**config.mk**
```make
export PLATFORM = sky130hd
export DESIGN_NAME = seq_code_tx
export DESIGN_NICKNAME = d
export VERILOG_FILES = /design/src/rtl/seq_code_tx.sv
export SDC_FILE = /design/constraint.sdc
export NUM_CORES = 1
export LEC_CHECK = 0
export ABC_AREA = 1
export CAP_MARGIN = 25
export CORE_MARGIN = 10
export CORE_UTILIZATION = 53
export CTS_CLUSTER_DIAMETER = 150
export DETAILED_ROUTE_END_ITERATION = 8
export PLACE_DENSITY = 0.86
export SYNTH_ARGS = -nofsm -noshare
export SYNTH_HDL_FRONTEND = slang
export SYNTH_SLANG_ARGS = --single-unit
```
**constraint.sdc**
```tcl
create_clock -name clk -period 2 [get_ports clk]
set_clock_uncertainty 0.05 [all_clocks]
set_input_delay 0.4 -clock clk [delete_from_list [all_inputs] [get_ports clk]]
set_output_delay 0.4 -clock clk [all_outputs]
set_load 0.05 [all_outputs]
```
**src/rtl/seq_code_tx.sv**
```systemverilog
// Transmitter that walks a downstream detector between levels s0/s1/s2 by emitting one-hot codes.
// Optional macro SEQ_CODE_TX_SRST_EN adds a soft-reset pulse output (srst_out) used for target=3.
module seq_code_tx #(
    parameter int unsigned HOLD_CYC = 1,
    parameter int unsigned GAP_CYC  = 2
) (
    input  logic       clk,
    input  logic       rst_in,
    input  logic       start,
    input  logic [1:0] target,
    output logic [3:0] dout,
    output logic       busy,
    output logic       done,
    output logic [1:0] state_mdl,
    output logic [7:0] q_exp
`ifdef SEQ_CODE_TX_SRST_EN
    ,
    output logic       srst_out
`endif
);

    localparam logic [3:0] HOLD_LD = 4'(HOLD_CYC - 1);
    localparam logic [3:0] GAP_LD  = (GAP_CYC == 0) ? 4'd0 : 4'(GAP_CYC - 1);

    typedef enum logic [1:0] {IDLE, DRIVE, GAP, DONE} state_e;

    state_e     state_q;
    logic [3:0] cnt_q;
    logic [3:0] dout_q;
    logic [3:0] code2_q;
    logic       has2_q;
    logic       busy_q;
    logic       done_q;
    logic [1:0] mdl_q;

    logic       plan_noop;
    logic [3:0] plan_c1;
    logic [3:0] plan_c2;
    logic       plan_two;
`ifdef SEQ_CODE_TX_SRST_EN
    logic       plan_srst;
    logic       srst_q;
`endif

    // Level reached once a code has been fully held; 0 (soft reset) lands on s0.
    function automatic logic [1:0] code_dest(input logic [3:0] c);
        case (c)
            4'h1:    code_dest = 2'd1;
            4'h2:    code_dest = 2'd2;
            4'h4:    code_dest = 2'd1;
            default: code_dest = 2'd0;
        endcase
    endfunction

    // Code plan for the command presented on target, relative to the current model level.
    always_comb begin
        plan_noop = 1'b0;
        plan_c1   = 4'h0;
        plan_c2   = 4'h0;
        plan_two  = 1'b0;
`ifdef SEQ_CODE_TX_SRST_EN
        plan_srst = 1'b0;
`endif
        if (target == 2'd3) begin
`ifdef SEQ_CODE_TX_SRST_EN
            plan_srst = 1'b1;
`else
            plan_noop = 1'b1;
`endif
        end else if (target == mdl_q) begin
            plan_noop = 1'b1;
        end else begin
            case ({mdl_q, target})
                4'b00_01: plan_c1 = 4'h1;
                4'b01_10: plan_c1 = 4'h2;
                4'b10_01: plan_c1 = 4'h4;
                4'b10_00: plan_c1 = 4'h8;
                4'b00_10: begin plan_c1 = 4'h1; plan_c2 = 4'h2; plan_two = 1'b1; end
                4'b01_00: begin plan_c1 = 4'h2; plan_c2 = 4'h8; plan_two = 1'b1; end
                default:  plan_noop = 1'b1;
            endcase
        end
    end

    always_ff @(posedge clk or posedge rst_in) begin
        if (rst_in) begin
            state_q <= IDLE;
            cnt_q   <= 4'd0;
            dout_q  <= 4'h0;
            code2_q <= 4'h0;
            has2_q  <= 1'b0;
            busy_q  <= 1'b0;
            done_q  <= 1'b0;
            mdl_q   <= 2'd0;
`ifdef SEQ_CODE_TX_SRST_EN
            srst_q  <= 1'b0;
`endif
        end else begin
            done_q <= 1'b0;
            case (state_q)
                IDLE: begin
                    if (start) begin
                        if (plan_noop) begin
                            state_q <= DONE;
                            done_q  <= 1'b1;
                        end else begin
                            state_q <= DRIVE;
                            busy_q  <= 1'b1;
                            dout_q  <= plan_c1;
                            code2_q <= plan_c2;
                            has2_q  <= plan_two;
                            cnt_q   <= HOLD_LD;
`ifdef SEQ_CODE_TX_SRST_EN
                            srst_q  <= plan_srst;
`endif
                        end
                    end
                end
                DRIVE: begin
                    if (cnt_q != 4'd0) begin
                        cnt_q <= cnt_q - 4'd1;
                    end else begin
                        mdl_q  <= code_dest(dout_q);
                        dout_q <= 4'h0;
`ifdef SEQ_CODE_TX_SRST_EN
                        srst_q <= 1'b0;
`endif
                        if (GAP_CYC != 0) begin
                            state_q <= GAP;
                            cnt_q   <= GAP_LD;
                        end else if (has2_q) begin
                            dout_q  <= code2_q;
                            has2_q  <= 1'b0;
                            cnt_q   <= HOLD_LD;
                        end else begin
                            state_q <= DONE;
                            busy_q  <= 1'b0;
                            done_q  <= 1'b1;
                        end
                    end
                end
                GAP: begin
                    if (cnt_q != 4'd0) begin
                        cnt_q <= cnt_q - 4'd1;
                    end else if (has2_q) begin
                        state_q <= DRIVE;
                        dout_q  <= code2_q;
                        has2_q  <= 1'b0;
                        cnt_q   <= HOLD_LD;
                    end else begin
                        state_q <= DONE;
                        busy_q  <= 1'b0;
                        done_q  <= 1'b1;
                    end
                end
                default: state_q <= IDLE;
            endcase
        end
    end

    assign dout      = dout_q;
    assign busy      = busy_q;
    assign done      = done_q;
    assign state_mdl = mdl_q;
    assign q_exp     = (mdl_q == 2'd1) ? 8'h55 : (mdl_q == 2'd2) ? 8'hFF : 8'h00;
`ifdef SEQ_CODE_TX_SRST_EN
    assign srst_out  = srst_q;
`endif

endmodule

```
After elaboration in Yosys (flattened, before gate mapping)
Index checks and enable logic that the tools add are counted.
Operators by class
  eq/ne operators: 22
  div/mod/pow operators: 0
  $mul: 0
  bitwise operators: 2
  muxes and demuxes: 47
  reductions and logical operators: 16
  shift operators: 0
  $lt $le $gt $ge: 0
  add/sub/neg operators: 1
Operator list (count)
  two-way mux 4 bit: 14
  one-hot mux 4 bit (3 select lines): 2
  two-way mux 1 bit: 17
  two-way mux 8 bit: 2
  one-hot mux 4 bit (4 select lines): 1
  == test 4 x 3 -> 1 bit (second input constant): 3
  != test 2 bit (second input constant): 6
  two-way mux 2 bit: 5
  == test 4 x 1 -> 1 bit (second input constant): 2
  == test 4 x 2 -> 1 bit (second input constant): 2
  == test 4 bit (second input constant): 2
  one-hot mux 4 bit (2 select lines): 1
  AND reduction 4 bit: 2
  OR reduction 2 bit: 4
  == test 2 bit (second input constant): 3
  one-hot mux 1 bit (2 select lines): 3
  one-hot mux 2 bit (3 select lines): 1
  AND reduction 3 bit: 2
  AND reduction 6 bit: 1
  OR reduction 6 bit: 1
  AND reduction 5 bit: 1
  == test 2 x 1 -> 1 bit (second input constant): 2
  one-hot mux 2 bit (2 select lines): 1
  nonzero test 4 bit: 1
  other kinds (8): 9
Storage, ports and cells
  word-level logic and storage cells: 96
  bits in read-only memories: 0
  latch bits: 0
  register bits: 19
  memories kept: 0
  memory bits (writable): 0

Logic depth before layout (Yosys ltp)
Gate-level depths: netlist of run 1.
  depth after elaboration: 8
  mapped depth: 10

Worst setup path before layout of run 1
OpenSTA, ideal clock, no wires.
  path type: register to output
  start point: register mdl_q[1], in the netlist state_mdl[1]
  end point: output port q_exp[2]
  setup slack: -205 ps
  stages on the path, launching flop included: 4
  arrival time: 1755 ps
  cells stage by stage: dfrtp_1 -> inv_1 -> ha_1 -> buf_4
Between the ends
  word-level cells in the longest chain between the ends: 3
  elaborated cells on any way between the ends: 4
Ends and longest elaborated chain
  from (decl): RTL line 34  | logic [1:0] mdl_q;
  from (signal assigned): RTL line 123  | mdl_q <= code_dest(dout_q);
  == test 2 bit: RTL line 165  | assign q_exp = (mdl_q == 2'd1) ? 8'h55 : (mdl_q == 2'd2) ? 8'hFF : 8'h00;
  two-way mux 8 bit: RTL line 165
  two-way mux 8 bit (*): RTL line 165
  to (decl): RTL line 15  | output logic [7:0] q_exp
Mark *: on every way between the ends. The rest lies on a longest branch, timed or not.

Worst setup path in the final report of run 1
  start point: register mdl_q[1], in the netlist state_mdl[1]
  end point: output port q_exp[6]
Same word-level chain as after synthesis.

==> results.ini, run 1 <==
[status]
run_status=completed

[logic_synthesis]
synthFlopType=dfrtp_1
synth.area.top_cells=dfrtp_1 32%, nand2_1 15%, ha_1 9.5%
synth_common_cells=52 x nand2_1, 18 x inv_1, 17 x dfrtp_1, 16 x nor2_1, 14 x nand3_1
ys_types=31
yosysMostFrequentCell=nand2_1
synth_edf_count=0
yosysSeqAreaShare_pct=32.4
synth_top_area_share_pct=32.4
yosys_register_bits=17
synthArstFlopShare_pct=100
synth_largest_area_cell=dfrtp_1
syn_area_per_cell_um2=7.47
syn-num-nets=191
syn_area_mm2=0.00132
yosysWarnings=0
syn_inst=176

[grt]
grt_pass1_wl_um=5330
grt_pass1_vias=1167
track_usage_pct=12.7
grt.overflow.total=0
grt_use_met1_pct=14.4
grt_util_met3_pct=4.42
antenna_found_initial=0
grt_max_degree=18
busiest_layer=met2
use_met2_pct=21.4

[timing]
hold_viol_final=0
finalSetupViolations=0
finalSetupTns_ns=0
worstMarginPinSlew_ns=0.637
worst_slack_ns=0.0797
period_share_pct=96.0
layout_min_cycle_time_ns=1.92
fmax_mhz=521
max_slew_margin_pct=57.5
rsz0062_at_grt=false
report.final.slew_viol_count=0
hold_slack_ns=0.430

[placed_design]
gp_congestion=0.948
dp_hpwl_um=2460
preCtsSetupSlack_ns=0.00999
port_buffers=20

[finish]
area_growth_pct=20.8
antenna_cells=0
layout-drive-gt1-share_pct=22.4
finalNetCount=208

[routing]
vias=1172
wl_per_cell_um=13.7
ant_nets=0
drc=0
viasPerCell=5.33
drt_pre_antenna_iters=4
drt_iter0_markers=107
wirelength_um=3010

[worst_setup_path]
cp.arrival_ns=1.47
cp_max_fo=6
cp-end-kind=primary output
worst-setup-path-type=flop to primary output
cp.required_ns=1.55
startpoint_type=flop

[clock_network]
clockBufferDepth=2
htree_levels=1
post-cts-setup-buffers=0
cts_tree=built
cts_made_buffers=3
clk_pin_slew_worst_paths_ns=0.10
clk_latency_ns=0.29
clock-sinks=17
root_buffer=clkbuf_4

[power]
leakagePower_nw=0.820
power_density_mw_per_mm2=1850
ir_drop_mv=1.10

[die]
die_width_um=69.8
core_mm2=0.00230
dieArea_mm2=0.00487
initial_utilization_pct=57.2
num_rows=17
io_pins=21
die_h_um=69.8

[job]
cap_violations=0

[worst_hold_path]
hp-class=input pin to async pin

-- sequential cells by signal, indices dropped and copies added (netlist names) --
signal,flops
cnt_q,4
dout,4
code2_q,2
state_mdl,2
state_q,2
busy,1
done,1
has2_q,1
-- report_power, final --
| group | total [W] | switching (W) | internal [W] |
|---|---|---|---|
| clock network | 0.000186 | 0.000112 | 0.0000746 |
| registers | 0.000576 | 0.000105 | 0.000470 |
| logic | 0.00218 | 0.00140 | 0.000782 |
-- metal layers --
metal,part of all wire [%],vias up
met2,50,26
met1,42,552
met5,0,-
met3,7.2,5
li1,-,589
met4,0.83,0
-- worst paths after layout --
path                                 to  cells past startpoint          from  slack [ns]
min in group clk                   busy                      2          busy        0.43
hold reg to reg                    busy                      2          busy        0.43
setup reg to reg                dout[2]                      9  state_mdl[0]        0.22
max in group asynchronous  state_mdl[0]                      2        rst_in        1.02
hold / removal                  dout[2]                      2        rst_in        0.43
setup / recovery               q_exp[6]                      3  state_mdl[1]        0.08
-- worst max-delay path, cell delays in order, from the launching register on --
cell and delay (ns):
dfrtp_2 0.43, inv_1 0.11, ha_2 0.46, buf_12 0.17
-- cell families (layout without fill, tap and decap cells) --
kind of cell | Yosys count | count (layout) | share of synthesized area (%)
buffers and inverters | 31 | 47 | 11.7
and+or+nand+nor | 104 | 104 | 39.0
DFF | 17 | 17 | 32.4
adders and majority gates | 10 | 10 | 9.51
AOI/OAI and AO/OA | 13 | 13 | 6.76
xor gates and xnor gates | 1 | 1 | 0.666
-- layout by cell type, fill, tap and decap left out, drive strengths merged --
cell type      instances
or2                    1
a21boi                 1
clkinv                 1
nor3                   1
o2111ai                1
nor2                  20
clkbuf                 3
buf                   15
nor3b                  1
clkdlybuf4s50          6
o21ai                  5
xnor2                  1
nand2                 59
ha                    10
o41ai                  1
dfrtp                 17
o21a                   1
nand3                 14
inv                   22
nand4                  8
a21oi                  2
o22ai                  1
a31oi                  1
-- cell type report --
type | instances | area, um2
flip-flops and latches | 17 | 428
fillers | 182 | 708
clock inverters | 1 | 5.00
clock buffers | 3 | 22.5
inverters | 22 | 85.1
repair buffers | 21 | 273
well taps | 28 | 35.0
multi-input cells | 128 | 741
-- through the flow --
step                utilization [%]  area [um2]  instances  power (W)
global route                   69.2        1590        220    0.00317
floorplan                         -        1320        176    0.00217
detailed placement             67.9        1560        216    0.00275
finish                         69.2        1590        220    0.00294
global placement               67.9        1560        216    0.00267
CTS                            69.1        1590        220    0.00294
-- what timing repair did --
item	CTS	global route
resized for setup	0	1
setup endpoints to repair	0	4
hold buffers	0	0
Power figures use the tool's default switching activity.
==> run 2: changes to the inputs <==
- CTS_CLUSTER_DIAMETER: 150 -> default
==> results of run 2 <==
Final layout, timing and power as in run 1 (identical DEF).
==> run 3: changes to the inputs <==
- CAP_MARGIN: 25 -> 5
- TNS_END_PERCENT: default -> 5
==> results of run 3 <==
Final layout, timing and power as in run 1 (identical DEF).
